File: src/rtl/shamt_xform_pipe_pkg.sv
`default_nettype none
// ============================================================================
// Module      : shamt_xform_pipe_pkg
// Description : Shared mode constants and occupancy encoding for the
//               shift-amount transform pipeline and its combinational core.
// Revision    : 1.0 - initial release
// ============================================================================
package shamt_xform_pipe_pkg;

  // Transform selectors, sampled alongside the shift amount.
  localparam logic [1:0] MODE_PASS   = 2'b00;
  localparam logic [1:0] MODE_MODNEG = 2'b01;
  localparam logic [1:0] MODE_INV    = 2'b10;
  localparam logic [1:0] MODE_NEGSX  = 2'b11;

  // Occupancy of the main + skid register pair.
  typedef enum logic [1:0] {
    OCC_EMPTY = 2'b00,
    OCC_ONE   = 2'b01,
    OCC_FULL  = 2'b10
  } occ_t;

endpackage
`default_nettype wire

File: src/rtl/shamt_xform_core.sv
`default_nettype none
// ============================================================================
// Module      : shamt_xform_core
// Description : Combinational shift-amount transform f(mode, x) with zero
//               flag. Parametrised input/output widths; also usable by the
//               shifter bypass path.
// Revision    : 1.0 - initial release
// ============================================================================
module shamt_xform_core
  import shamt_xform_pipe_pkg::*;
#(
  parameter int IN_W  = 4,
  parameter int OUT_W = 16
) (
  input  logic [1:0]       mode,
  input  logic [IN_W-1:0]  x,
  output logic [OUT_W-1:0] data,
  output logic             zero
);

  // Output must be at least as wide as the amount, and the amount non-empty.
  generate
    if ((IN_W < 1) || (IN_W > OUT_W)) begin : g_bad_params
      $error("shamt_xform_core: illegal widths, need 1 <= IN_W <= OUT_W");
    end
  endgenerate

  logic [OUT_W-1:0] x_ext;
  logic [IN_W-1:0]  x_neg;
  logic [IN_W-1:0]  x_inv;

  // Select the transform; negation in IN_W bits wraps modulo 2^IN_W,
  // negation in OUT_W bits gives the sign-extended form.
  always_comb begin
    x_ext = OUT_W'(x);
    x_neg = IN_W'(0) - x;
    x_inv = ~x;
    data  = x_ext;
    case (mode)
      MODE_PASS:   data = x_ext;
      MODE_MODNEG: data = OUT_W'(x_neg);
      MODE_INV:    data = OUT_W'(x_inv);
      MODE_NEGSX:  data = OUT_W'(0) - x_ext;
      default:     data = x_ext;
    endcase
    zero = (data == '0);
  end

endmodule
`default_nettype wire

File: src/rtl/shamt_xform_pipe.sv
`default_nettype none
// ============================================================================
// Module      : shamt_xform_pipe
// Description : Valid/ready pipeline stage around shamt_xform_core with a
//               main output register and one skid register, so downstream
//               can stall without losing accepted amounts.
// Revision    : 1.0 - initial release
// ============================================================================
module shamt_xform_pipe
  import shamt_xform_pipe_pkg::*;
#(
  parameter int IN_W  = 4,
  parameter int OUT_W = 16
) (
  input  logic             clk,
  input  logic             rst_n,
  input  logic             in_valid,
  output logic             in_ready,
  input  logic [IN_W-1:0]  in_data,
  input  logic [1:0]       in_mode,
  output logic             out_valid,
  input  logic             out_ready,
  output logic [OUT_W-1:0] out_data,
  output logic             out_zero
);

  occ_t             state_q, state_d;
  logic             in_ready_q, in_ready_d;
  logic [OUT_W-1:0] data_q, data_d;
  logic             zero_q, zero_d;
  logic [OUT_W-1:0] skid_data_q, skid_data_d;
  logic             skid_zero_q, skid_zero_d;

  logic [OUT_W-1:0] xf_data;
  logic             xf_zero;
  logic             acc;
  logic             pop;

  // The transform is applied before storage so the registers hold the
  // finished operand and its zero flag.
  shamt_xform_core #(
    .IN_W  (IN_W),
    .OUT_W (OUT_W)
  ) u_core (
    .mode (in_mode),
    .x    (in_data),
    .data (xf_data),
    .zero (xf_zero)
  );

  assign out_valid = (state_q != OCC_EMPTY);
  assign in_ready  = in_ready_q;
  assign out_data  = data_q;
  assign out_zero  = zero_q;
  assign acc       = in_valid && in_ready_q;
  assign pop       = out_valid && out_ready;

  // Occupancy next-state and register steering; in_ready is precomputed from
  // the next state so it is a pure flop output.
  always_comb begin
    state_d     = state_q;
    data_d      = data_q;
    zero_d      = zero_q;
    skid_data_d = skid_data_q;
    skid_zero_d = skid_zero_q;
    case (state_q)
      OCC_EMPTY: begin
        if (acc) begin
          data_d  = xf_data;
          zero_d  = xf_zero;
          state_d = OCC_ONE;
        end
      end
      OCC_ONE: begin
        if (acc && pop) begin
          data_d = xf_data;
          zero_d = xf_zero;
        end else if (acc) begin
          skid_data_d = xf_data;
          skid_zero_d = xf_zero;
          state_d     = OCC_FULL;
        end else if (pop) begin
          state_d = OCC_EMPTY;
        end
      end
      OCC_FULL: begin
        if (pop) begin
          data_d  = skid_data_q;
          zero_d  = skid_zero_q;
          state_d = OCC_ONE;
        end
      end
      default: state_d = OCC_EMPTY;
    endcase
    in_ready_d = (state_d != OCC_FULL);
  end

  // State and storage registers; reset clears everything and holds in_ready low.
  always_ff @(posedge clk or negedge rst_n) begin
    if (!rst_n) begin
      state_q     <= OCC_EMPTY;
      in_ready_q  <= 1'b0;
      data_q      <= '0;
      zero_q      <= 1'b0;
      skid_data_q <= '0;
      skid_zero_q <= 1'b0;
    end else begin
      state_q     <= state_d;
      in_ready_q  <= in_ready_d;
      data_q      <= data_d;
      zero_q      <= zero_d;
      skid_data_q <= skid_data_d;
      skid_zero_q <= skid_zero_d;
    end
  end

endmodule
`default_nettype wire

File: config.mk
export PLATFORM = sky130hd
export DESIGN_NAME = shamt_xform_pipe
export DESIGN_NICKNAME = d
export VERILOG_FILES = /design/src/rtl/shamt_xform_pipe_pkg.sv /design/src/rtl/shamt_xform_core.sv /design/src/rtl/shamt_xform_pipe.sv
export SDC_FILE = /design/constraint.sdc
export NUM_CORES = 1
export LEC_CHECK = 0
export BUFFER_PORTS_ARGS = -buffer_cell sky130_fd_sc_hd__clkbuf_2
export CAP_MARGIN = 20
export CELL_PAD_IN_SITES_DETAIL_PLACEMENT = 0
export CELL_PAD_IN_SITES_GLOBAL_PLACEMENT = 2
export CORE_ASPECT_RATIO = 0.5
export CORE_MARGIN = 5
export CORE_UTILIZATION = 31
export CTS_CLUSTER_SIZE = 40
export DETAILED_ROUTE_END_ITERATION = 12
export PLACE_DENSITY = 0.83
export SLEW_MARGIN = 10
export SYNTH_ARGS = -nofsm -noshare
export SYNTH_HDL_FRONTEND = slang
export SYNTH_SLANG_ARGS = --single-unit
File: constraint.sdc
create_clock -name clk -period 3.3 [get_ports clk]
set_input_delay 0.33 -clock clk [delete_from_list [all_inputs] [get_ports clk]]
set_output_delay 0.33 -clock clk [all_outputs]
set_load 0.02 [all_outputs]
==> results.toml <==
[min_path]
worstHoldPathType = "in2async"

[timing]
min_period_ps = 1490
slew-limit-headroom_pct = 70.7
final.period_utilization_pct = 45.0
tightest_slew_ps = 440
rsz0062_at_grt = "no"
tns_ps = 0
finalWorstSetupSlack_ps = 1810
slew_viol_final = 0
fin_hold_ws_ps = -10.1
fin_skew_ps = 6.49
setup_viol = 0
hold_viol_final = 15
fmax_ghz = 0.673

[run_status]
status = "complete, but fails checks"
violations = "hold timing"

[power]
irDropWorstVdd_mv = 0.347
leakage_nw = 0.550
switching_share_pct = 43.2
cellInternalPower_mw = 0.495
clock_power_share_pct = 16.7
power_density_nw_per_um2 = 807
p_comb_share_pct = 46.7
p_seq_share_pct = 36.6
p_sw_mw = 0.377

[setup_path]
slowest_delay_ps = 430
crit_fanout = 10
required_ps = 3430
reg2regPathDepth = 4
path_depth = 4
critPathBufInv = 0
crit_path_top_delay_cell = "dfrtp_1"
arrival_ps = 1620
endpoint_kind = "register"
crit_type = "reg2reg"
path_cells = "nand3b_4, a21oi_1, a21oi_4, mux2_2"
cpLargestDelayFamily = "flip-flops"
r2r_setup_slack_ps = 1810
reg2reg_from = "state_q[1]$_DFF_PN0_"
regToRegEndpoint = "out_data[1]$_DFFE_PN0P_"
cp-start-kind = "register"

[cts]
htreeDepth = 1
cts_tree = "yes"
clk_pin_slew_ps = 60
cts_root_buf = "clkbuf_8"
postCtsSetupBuffers = 0
clockBufferDepth = 2
numCtsBuffers = 3
post_cts_resized = 0
cts-hold-fix-buffers = 0
insertion_delay_ps = 250
cts_sinks = 15

[synth]
syn-num-nets = 113
ys_seq_area_share_pct = 40.1
synth_warnings = 0
ys_ff_latch = 15
postSynthAreaPerCell_um2 = 9.19
syn-cell-area_um2 = 937
synth.distinct_cells = 29
synthCells = 102

[die]
fp.dieH_um = 48.9
die-area_um2 = 4290
std_cell_rows = 14
start_util_pct = 31.8
io_pins = 29
core_area_um2 = 2940
chipWidth_um = 87.8

[routing]
first_iter_violations = 32
wl_per_cell_um = 11.3
vias = 730
via_per_inst = 4.53
drc = 0
ant_nets = 0
routed_wl_mm = 1.82
first_pass_iters = 4

[global_routing]
grt_overflow = 0
grtUsageTotal_pct = 9.30
antenna_found_initial = 0
grt_pass1_vias = 694
grt_pass1_wl_mm = 3.14
grt_max_degree = 16

[layout]
fin_nets = 133
antenna_cells = 0
syn2layout_area_growth_pct = 15.4
drive_gt1_share_pct = 33.9
fill_cells = 309

[flow_run]
drv_cap = 0

[placed_design]
place_congestion = 0.777
portBuffers = 28
hpwl_mm = 1.48
pre_cts_slack_ps = 1700
## stage by stage
stage,util [%],cells,total power [mW],hold slack [ps],instance area [um^2]
3_3_place_gp,35.2,157,0.732,272,1030
3_5_place_dp,35.2,157,0.737,274,1030
5_1_grt,36.7,161,0.945,21.9,1080
6_report,36.7,161,0.872,-10.1,1080
4_1_cts,36.7,161,0.885,5.86,1080
2_1_floorplan,-,102,0.667,34.4,937
## synthesized netlist by cell type (all sizes together)
| cell | number | area (um^2) |
|---|---|---|
| a22oi | 1 | 7.51 |
| a31oi | 2 | 12.5 |
| mux2i | 4 | 40.0 |
| dfrtp | 15 | 375 |
| o31a | 1 | 8.76 |
| a311oi | 1 | 8.76 |
| a21oi | 9 | 56.3 |
| nand3b | 1 | 20.0 |
| mux2 | 3 | 33.8 |
| a211oi | 1 | 12.5 |
| o21bai | 1 | 7.51 |
| o21ai | 7 | 35.0 |
| nor3 | 1 | 5.00 |
| xor2 | 1 | 8.76 |
| nand2b | 2 | 12.5 |
| and3 | 1 | 7.51 |
| xnor2 | 4 | 35.0 |
| nand2 | 10 | 37.5 |
| nand4 | 2 | 12.5 |
| a21o | 2 | 15.0 |
| ha | 1 | 12.5 |
| or2b | 1 | 7.51 |
| or2 | 1 | 6.26 |
| buf | 13 | 92.6 |
| nor2 | 11 | 43.8 |
| inv | 6 | 22.5 |
## cells in the final DEF (no fill, tap or decap)
master	instances
o31a_1	1
mux2_2	3
ha_1	1
and3_2	1
a21o_1	2
a22oi_1	1
nor2_2	1
nand2b_1	2
a311oi_1	1
clkbuf_8	3
inv_1	6
clkinv_2	1
a31oi_1	2
dfrtp_1	15
nor3_1	1
xnor2_1	4
nand2_1	10
a211oi_2	1
xor2_1	1
nand3b_4	1
clkbuf_2	28
a21oi_1	8
o21ai_0	7
mux2i_1	4
or2b_1	1
or2_2	1
nand4_1	2
o21bai_1	1
nor2_1	10
a21oi_4	1
## layer usage
layer | routed length [um] | GRT usage (%) | vias up
li1 | - | - | 373
met4 | 20 | 3.83 | 0
met3 | 150 | 3.04 | 2
met5 | 0 | 0 | -
met2 | 767 | 14.2 | 23
met1 | 876 | 12.0 | 332
## registers in the layout, summed over array words and instances, names as in the netlist
signal / flops
in_ready: 1
skid_data_q: 5
skid_zero_q: 1
out_zero: 1
state_q: 2
out_data: 5
## how the worst max path moves through the flow
| stage | start | end | slack [ps] |
|---|---|---|---|
| floorplan | in_ready$_DFF_PN0_ | out_data[1]$_DFFE_PN0P_ | 1900 |
| global placement | in_data[0] | out_zero$_DFFE_PN0P_ | 1770 |
| detailed placement | in_data[0] | out_zero$_DFFE_PN0P_ | 1700 |
| CTS | state_q[1]$_DFF_PN0_ | out_data[1]$_DFFE_PN0P_ | 1810 |
| global route | state_q[1]$_DFF_PN0_ | out_data[1]$_DFFE_PN0P_ | 1710 |
| finish | state_q[1]$_DFF_PN0_ | out_data[1]$_DFFE_PN0P_ | 1810 |
## final cells by class
cell class,instances,area (um^2),share of cell area (%)
Inverter,6,22.5,2.08
Clock inverter,1,5.00,0.463
Clock buffer,3,41.3,3.82
Timing Repair Buffer,28,140,13.0
Sequential cell,15,375,34.7
Multi-Input combinational cell,68,447,41.3
Tap cell,40,50.0,4.63
## power groups by stage
stage	clock [mW]	combinational [mW]	sequential, mW
after global routing	0.160	0.450	0.335
after global placement	0	0.412	0.321
after detailed placement	0	0.412	0.325
after CTS	0.150	0.413	0.321
final	0.146	0.407	0.319
after floorplan	0	0.307	0.361
## logic make-up (layout without fill, tap and decap cells)
group | count (synthesis) | count (layout) | synth area share, %
and+or+nand+nor | 30 | 30 | 16.3
xor gates and xnor gates | 5 | 5 | 4.67
AOI/OAI and AO/OA | 25 | 25 | 17.5
muxes | 7 | 7 | 7.88
adders and majority gates | 1 | 1 | 1.33
DFF | 15 | 15 | 40.1
buffers and inverters | 19 | 38 | 12.3
No activity file was read; power rests on OpenSTA's default activity.
